===== config.mk =====
export PLATFORM = sky130hd
export DESIGN_NAME = lsu_master
export DESIGN_NICKNAME = d
export VERILOG_FILES = /design/src/rtl/lsu_pkg.sv /design/src/rtl/lsu_extend.sv /design/src/rtl/lsu_master.sv
export SDC_FILE = /design/constraint.sdc
export NUM_CORES = 1
export LEC_CHECK = 0
export CAP_MARGIN = 10
export CELL_PAD_IN_SITES_DETAIL_PLACEMENT = 1
export CELL_PAD_IN_SITES_GLOBAL_PLACEMENT = 1
export CORE_AREA = 5 5 78 134
export DETAILED_ROUTE_END_ITERATION = 10
export DIE_AREA = 0 0 83 139
export GPL_TIMING_DRIVEN = 0
export PLACE_DENSITY = 0.79
export REMOVE_ABC_BUFFERS = 1
export SETUP_SLACK_MARGIN = 0.02
export SYNTH_ARGS = -nofsm -noshare
export SYNTH_HDL_FRONTEND = slang
export SYNTH_SLANG_ARGS = --single-unit

===== constraint.sdc =====
create_clock -name clk -period 3.5 [get_ports clk]
set_clock_uncertainty 0.05 [all_clocks]
set_input_delay 0.525 -clock clk [delete_from_list [all_inputs] [get_ports clk]]
set_output_delay 0.525 -clock clk [all_outputs]
set_load 0.01 [all_outputs]

===== src/rtl/lsu_pkg.sv =====
// Shared types and encodings for the load/store initiator.
// Imported by lsu_master and lsu_extend.
package lsu_pkg;

  typedef enum logic [1:0] {
    IDLE,
    ACC0,
    ACC1,
    RESP
  } lsu_state_e;

  localparam logic [1:0] SZ_BYTE = 2'd0;
  localparam logic [1:0] SZ_HALF = 2'd1;

  localparam logic [3:0] MEM_SZ_BYTE = 4'd1;
  localparam logic [3:0] MEM_SZ_HALF = 4'd2;

endpackage


===== src/rtl/lsu_extend.sv =====
// Load result extension: byte loads get a zero or sign-filled
// upper byte, halfwords pass through untouched.
module lsu_extend
  import lsu_pkg::*;
#(
  parameter int DATA_W = 16
) (
  input  logic [DATA_W-1:0] result,
  input  logic [1:0]        size,
  input  logic              sgn,
  output logic [DATA_W-1:0] rdata
);

  always_comb begin
    rdata = result;
    if (size == SZ_BYTE) begin
      rdata = {{(DATA_W-8){sgn & result[7]}}, result[7:0]};
    end
  end

endmodule


===== src/rtl/lsu_master.sv =====
// Load/store initiator for datamem: one request at a time,
// misaligned halfwords split into two byte accesses.
module lsu_master
  import lsu_pkg::*;
#(
  parameter int ADDR_W = 16,
  parameter int DATA_W = 16
) (
  input  logic              clk,
  input  logic              reset,
  input  logic              req_valid,
  output logic              req_ready,
  input  logic              req_write,
  input  logic [1:0]        req_size,
  input  logic              req_signed,
  input  logic [ADDR_W-1:0] req_addr,
  input  logic [DATA_W-1:0] req_wdata,
  output logic              rsp_valid,
  input  logic              rsp_ready,
  output logic [DATA_W-1:0] rsp_rdata,
  output logic              rsp_error,
  output logic [ADDR_W-1:0] mem_address,
  output logic              mem_write_enable,
  output logic              mem_read_enable,
  output logic [DATA_W-1:0] mem_write_data,
  output logic [3:0]        mem_xfer_size,
  input  logic [DATA_W-1:0] mem_read_data
);

  lsu_state_e state, state_next;

  logic              r_write;
  logic [1:0]        r_size;
  logic              r_signed;
  logic [ADDR_W-1:0] r_addr;
  logic [DATA_W-1:0] r_wdata;
  logic [DATA_W-1:0] result;
  logic              r_error;

  logic              accept;
  logic              illegal;
  logic              half;
  logic              split;
  logic [DATA_W-1:0] ext_data;

  assign accept  = req_valid && req_ready;
  // a halfword at the top address would wrap on its second byte
  assign illegal = req_size[1] ||
                   (req_size == SZ_HALF && req_addr == '1);
  assign half    = r_size == SZ_HALF;
  assign split   = half && r_addr[0];

  always_ff @(posedge clk) begin
    if (reset) begin
      state    <= IDLE;
      r_write  <= 1'b0;
      r_size   <= SZ_BYTE;
      r_signed <= 1'b0;
      r_addr   <= '0;
      r_wdata  <= '0;
      result   <= '0;
      r_error  <= 1'b0;
    end else begin
      state <= state_next;
      if (accept) begin
        r_write  <= req_write;
        r_size   <= req_size;
        r_signed <= req_signed;
        r_addr   <= req_addr;
        r_wdata  <= req_wdata;
        result   <= '0;
        r_error  <= illegal;
      end
      if (state == ACC0 && !r_write) begin
        if (half && !split) begin
          result <= mem_read_data;
        end else begin
          result[7:0] <= mem_read_data[7:0];
        end
      end
      if (state == ACC1 && !r_write) begin
        result[15:8] <= mem_read_data[7:0];
      end
    end
  end

  always_comb begin
    state_next       = state;
    mem_address      = '0;
    mem_write_enable = 1'b0;
    mem_read_enable  = 1'b0;
    mem_write_data   = '0;
    mem_xfer_size    = MEM_SZ_BYTE;
    unique case (state)
      IDLE: begin
        if (req_valid) begin
          state_next = illegal ? RESP : ACC0;
        end
      end
      ACC0: begin
        mem_address      = r_addr;
        mem_write_enable = r_write && !reset;
        mem_read_enable  = !r_write && !reset;
        if (half && !split) begin
          mem_xfer_size  = MEM_SZ_HALF;
          mem_write_data = r_wdata;
        end else begin
          mem_write_data = {{(DATA_W-8){1'b0}}, r_wdata[7:0]};
        end
        state_next = split ? ACC1 : RESP;
      end
      ACC1: begin
        mem_address      = r_addr + ADDR_W'(1);
        mem_write_enable = r_write && !reset;
        mem_read_enable  = !r_write && !reset;
        mem_write_data   = {{(DATA_W-8){1'b0}}, r_wdata[15:8]};
        state_next       = RESP;
      end
      RESP: begin
        if (rsp_ready) begin
          state_next = IDLE;
        end
      end
      default: state_next = IDLE;
    endcase
  end

  lsu_extend #(
    .DATA_W(DATA_W)
  ) u_extend (
    .result(result),
    .size  (r_size),
    .sgn   (r_signed),
    .rdata (ext_data)
  );

  assign req_ready = state == IDLE;
  assign rsp_valid = state == RESP;
  assign rsp_rdata = (state == RESP) ? ext_data : '0;
  assign rsp_error = (state == RESP) && r_error;

endmodule


==> flow_summary.rst <==
.. list-table::
   :header-rows: 1

   * - Metric
     - Value
   * - Net count reported at finish
     - 541
   * - Number of buffers inserted to repair setup after CTS
     - 0
   * - Fraction of layout cells with a size suffix above 1
     - between 4 and 5%
   * - Clock Tree Root
     - sky130_fd_sc_hd__clkbuf_16
   * - Area post-placement
     - 4130 um2
   * - Data arrival time of the worst path
     - roughly 2600 ps
   * - Clock sinks
     - 55
   * - Final setup slack of the worst path
     - between 200 and 300 ps
   * - Residual antenna-violating net count after detailed routing
     - 0
   * - Logic depth of the worst register-to-register path
     - 7
   * - I/O pins
     - 113
   * - Remaining routing DRC violations
     - 0
   * - Maximum fanout along the worst path
     - 15
   * - Via density
     - around 5.3
   * - Worst hold start
     - r_wdata[1]
   * - Wire length of the first global-routing pass
     - 17.0 mm
   * - Routability cong.
     - 0.771
   * - Capture endpoint of the worst hold path
     - r_wdata[1]
   * - Adder-cell area share of the yosys netlist
     - 2.51%
   * - Remaining Overflow, GRT
     - 0
   * - Layout filler cell count
     - roughly 1200
   * - Kind of capture point of the worst setup path
     - primary output
   * - Yosys warns
     - 0
   * - Number of H-tree branching levels
     - 2
   * - Pre-CTS setup slack
     - 103 ps
   * - Power dissipated by switching net loads
     - 0.876 mW
   * - Worst Path Class, Setup
     - flip-flop to primary output
   * - Portion of the post-synthesis area used by sequential elements
     - between 30% and 40%
   * - Routed wire per std cell
     - 17.7 um
   * - Critical path launch point type
     - flip-flop
   * - Simple logic cell fraction of the synthesized area
     - between 20% and 30%
   * - Via Count
     - about 3200
   * - RSZ-0062 raised after global routing
     - no
   * - Endpoint required time on the critical path
     - just under 3000 ps
   * - Chip Height
     - 139 um
   * - Internal Power
     - 1.46 mW
   * - Post-layout minimum cycle time
     - 3210 ps
   * - PortBufs
     - 110
   * - Share of the clock period used by the worst path
     - ~90%
   * - Post-synthesis cell area
     - 2990 um2
   * - Worst ir drop on vdd
     - around 0.00038 V
   * - Hold crit path type
     - flip-flop to flip-flop
   * - Fmax achieved
     - about 0.31 GHz
   * - Avg Inst Size Synth
     - 7.62 um2
   * - Power per standard cell area
     - about 540 nW/um2
   * - Most used flip-flop cell after synthesis
     - sky130_fd_sc_hd__dfxtp_1
   * - Max-cap viol count
     - 0
   * - Hold Vio Cnt, Final
     - 0
   * - Post-synthesis mux area share
     - 0.377%
   * - Max-slew violation total from the final report
     - 0
   * - Largest family of logic cells by synthesized area
     - simple AND/OR/NAND/NOR gates
   * - Layout-stage area growth over the synthesis result
     - 44.2%
   * - Worst-skew pair later-pin latency
     - 290 ps
   * - Count of standard-cell rows
     - 47
   * - Proportion of power drawn by the clock network
     - 22.7%
   * - Proportion of power drawn by combinational gates
     - 38.4%
   * - Setup tns final
     - 0 ps
   * - Worst slew margin
     - a little over two fifths
   * - Final number of setup-violating endpoints
     - 0
   * - Pleak
     - 1.54 nW
   * - Die outline width
     - 83 um
   * - Hold Path Depth
     - 2
   * - Number of antenna violations at the first check in global routing
     - 1
   * - Post-Synth XOR/XNOR Area
     - less than 1%
   * - Number of enable-type register cells in the synthesized netlist
     - 0
   * - CTS Buf Count
     - 5
   * - Actual slew at the worst max-slew pin
     - about 860 ps
   * - Clock tree from TritonCTS
     - yes
   * - Run status
     - finished clean
   * - Pin count of the biggest net entering global routing
     - 47
   * - Die outline area
     - ~12000 um2
   * - Effective utilization at floorplan
     - 32.1%
   * - Synthesized netlist cell count
     - 392
   * - Fraction of power consumed by sequential logic
     - around 39%
   * - Total track usage
     - between 10% and 20%
   * - DRT iter0 DRCs
     - 75
   * - Share of async-settable or async-resettable flops after synthesis
     - 0%
   * - Vias in the first global route
     - 3341
   * - Final HPWL from detailed placement
     - 8.08 mm
   * - Detailed Routing Iterations Pass 1
     - 4
   * - Post-synthesis compound-gate area fraction
     - between 20% and 30%
   * - Post-route design area
     - 4310 um2
   * - Switching fraction of total power
     - 37.5%
   * - Maximum buffer depth of the clock tree
     - 2
   * - End of the worst register-to-register path
     - result[1]
   * - Worst flop-to-flop path startpoint
     - state[1]
   * - Worst setup slack for register-to-register paths
     - between 1000 and 1500 ps
   * - Number of flip-flops and latches in the synthesized netlist
     - 55
   * - Count of unique library cells instantiated by Yosys
     - between 50 and 60
   * - Routed WL
     - 10.7 mm
   * - Clock-pin slew on the worst setup and hold paths
     - 70 ps
   * - Placeable core region
     - between 9000 and 10000 um2
## power groups by stage
stage | sequential [mW] | combinational (mW) | clock, mW
floorplan | 0.876 | 0.496 | 0
global placement | 0.909 | 0.829 | 0
detailed placement | 0.920 | 0.881 | 0
CTS | 0.907 | 0.894 | 0.544
global route | 0.929 | 0.991 | 0.571
finish | 0.907 | 0.897 | 0.530
## Yosys cell counts, drive strengths merged, types with 9 or more instances
cell    number  share of area (%)
nand4       11                2.8
a22o         9                2.6
dfxtp       55                 37
o211ai      10                2.5
and2        14                2.9
nor2        21                2.9
clkbuf      21                2.6
nand2       93                 12
o21ai       14                2.3
buf         12                2.7
a21oi       40                6.7
## layer usage
| layer | up-vias | global-route usage [%] | wire length (um) |
|---|---|---|---|
| met2 | 78 | 36.5 | 6100 |
| met1 | 1556 | 18.0 | 3890 |
| met5 | - | 0 | 0 |
| li1 | 1557 | - | - |
| met4 | 0 | 7.49 | 326 |
| met3 | 16 | 2.91 | 373 |
## area by class of cell
type / count / area, um2 / share of cell area [%]
clock buffers: 8 / 156 / 3.63
repair buffers: 112 / 1140 / 26.6
well taps: 122 / 153 / 3.54
multi-input cells: 298 / 1720 / 40.0
inverters: 7 / 26.3 / 0.610
diodes: 1 / 2.50 / 0.0581
flip-flops and latches: 55 / 1100 / 25.6
## cells by family (layout without fill, tap and decap cells)
logic type	count (synthesis)	in the layout
fa+ha+maj	6	6
flops	55	55
simple gates	172	172
xor+xnor	3	3
buf+inv	40	127
mux	1	1
compound gates	114	114
other cells	1	3
## flip-flops by register name (all words and copies together), names as in the netlist
signal and flops:
r_addr 16, r_error 1, r_signed 1, r_size 2, r_wdata 16, r_write 1
result 16, state 2
## worst max-delay path, cell delays in order, from the launching register on
cell and delay (ps):
sky130_fd_sc_hd__dfxtp_1 430, sky130_fd_sc_hd__inv_1 140, sky130_fd_sc_hd__ha_4 380, sky130_fd_sc_hd__nand2_2 210
sky130_fd_sc_hd__or4_1 540, sky130_fd_sc_hd__nand3_1 90, sky130_fd_sc_hd__clkdlybuf4s50_1 530
## stage by stage
step / std cells / util, % / power, mW / hold slack (ps)
6_report: 603 / 46.4 / 2.33 / 410
5_1_grt: 603 / 46.4 / 2.49 / 441
4_1_cts: 602 / 46.2 / 2.34 / 411
3_5_place_dp: 594 / 44.5 / 1.80 / 401
3_3_place_gp: 592 / 44.0 / 1.74 / 395
2_1_floorplan: 360 / - / 1.37 / 380
## cells in the final DEF, fill, tap and decap left out, types with 2 or more instances in the layout
| cell type | instances |
|---|---|
| sky130_fd_sc_hd__clkdlybuf4s50_1 | 109 |
| sky130_fd_sc_hd__nand2_1 | 90 |
| sky130_fd_sc_hd__dfxtp_1 | 55 |
| sky130_fd_sc_hd__a21oi_1 | 40 |
| sky130_fd_sc_hd__nor2_1 | 20 |
| sky130_fd_sc_hd__o21ai_1 | 14 |
| sky130_fd_sc_hd__and2_1 | 12 |
| sky130_fd_sc_hd__nand4_1 | 10 |
| sky130_fd_sc_hd__o211ai_1 | 10 |
| sky130_fd_sc_hd__a22o_1 | 9 |
| sky130_fd_sc_hd__and3_1 | 8 |
| sky130_fd_sc_hd__o21a_1 | 8 |
| sky130_fd_sc_hd__a22oi_1 | 8 |
| sky130_fd_sc_hd__a311oi_1 | 8 |
| sky130_fd_sc_hd__ha_1 | 5 |
| sky130_fd_sc_hd__clkbuf_16 | 5 |
| sky130_fd_sc_hd__and4_1 | 4 |
| sky130_fd_sc_hd__inv_1 | 4 |
| sky130_fd_sc_hd__nand3_1 | 4 |
| sky130_fd_sc_hd__inv_2 | 3 |
| sky130_fd_sc_hd__nand2_2 | 3 |
| sky130_fd_sc_hd__a31oi_1 | 3 |
| sky130_fd_sc_hd__xor2_1 | 3 |
| sky130_fd_sc_hd__a211oi_1 | 3 |
| sky130_fd_sc_hd__and2_2 | 2 |
| sky130_fd_sc_hd__a21o_1 | 2 |
| sky130_fd_sc_hd__nor3_1 | 2 |
| sky130_fd_sc_hd__or3_1 | 2 |
| sky130_fd_sc_hd__a21boi_1 | 2 |
| sky130_fd_sc_hd__or4_1 | 2 |
| sky130_fd_sc_hd__o21bai_1 | 2 |
| sky130_fd_sc_hd__nand2b_1 | 2 |
| sky130_fd_sc_hd__conb_1 | 2 |
| sky130_fd_sc_hd__clkbuf_8 | 2 |
## how the worst max path moves through the flow
stage	from	cells past startpoint	end
final	state[1]	6	mem_address[11]
after CTS	state[1]	6	mem_address[11]
after global routing	state[1]	6	mem_address[11]
after global placement	reset	3	mem_write_enable
after detailed placement	state[1]	6	mem_address[11]
after floorplan	state[1]	5	mem_address[11]
## timing repair
item	in CTS	in global routing
cloned	0	0
pin swaps	0	0
gates resized for setup	4	1
endpoints found under the setup margin	22	2
hold buffers	0	0
Power figures use the tool's default switching activity.
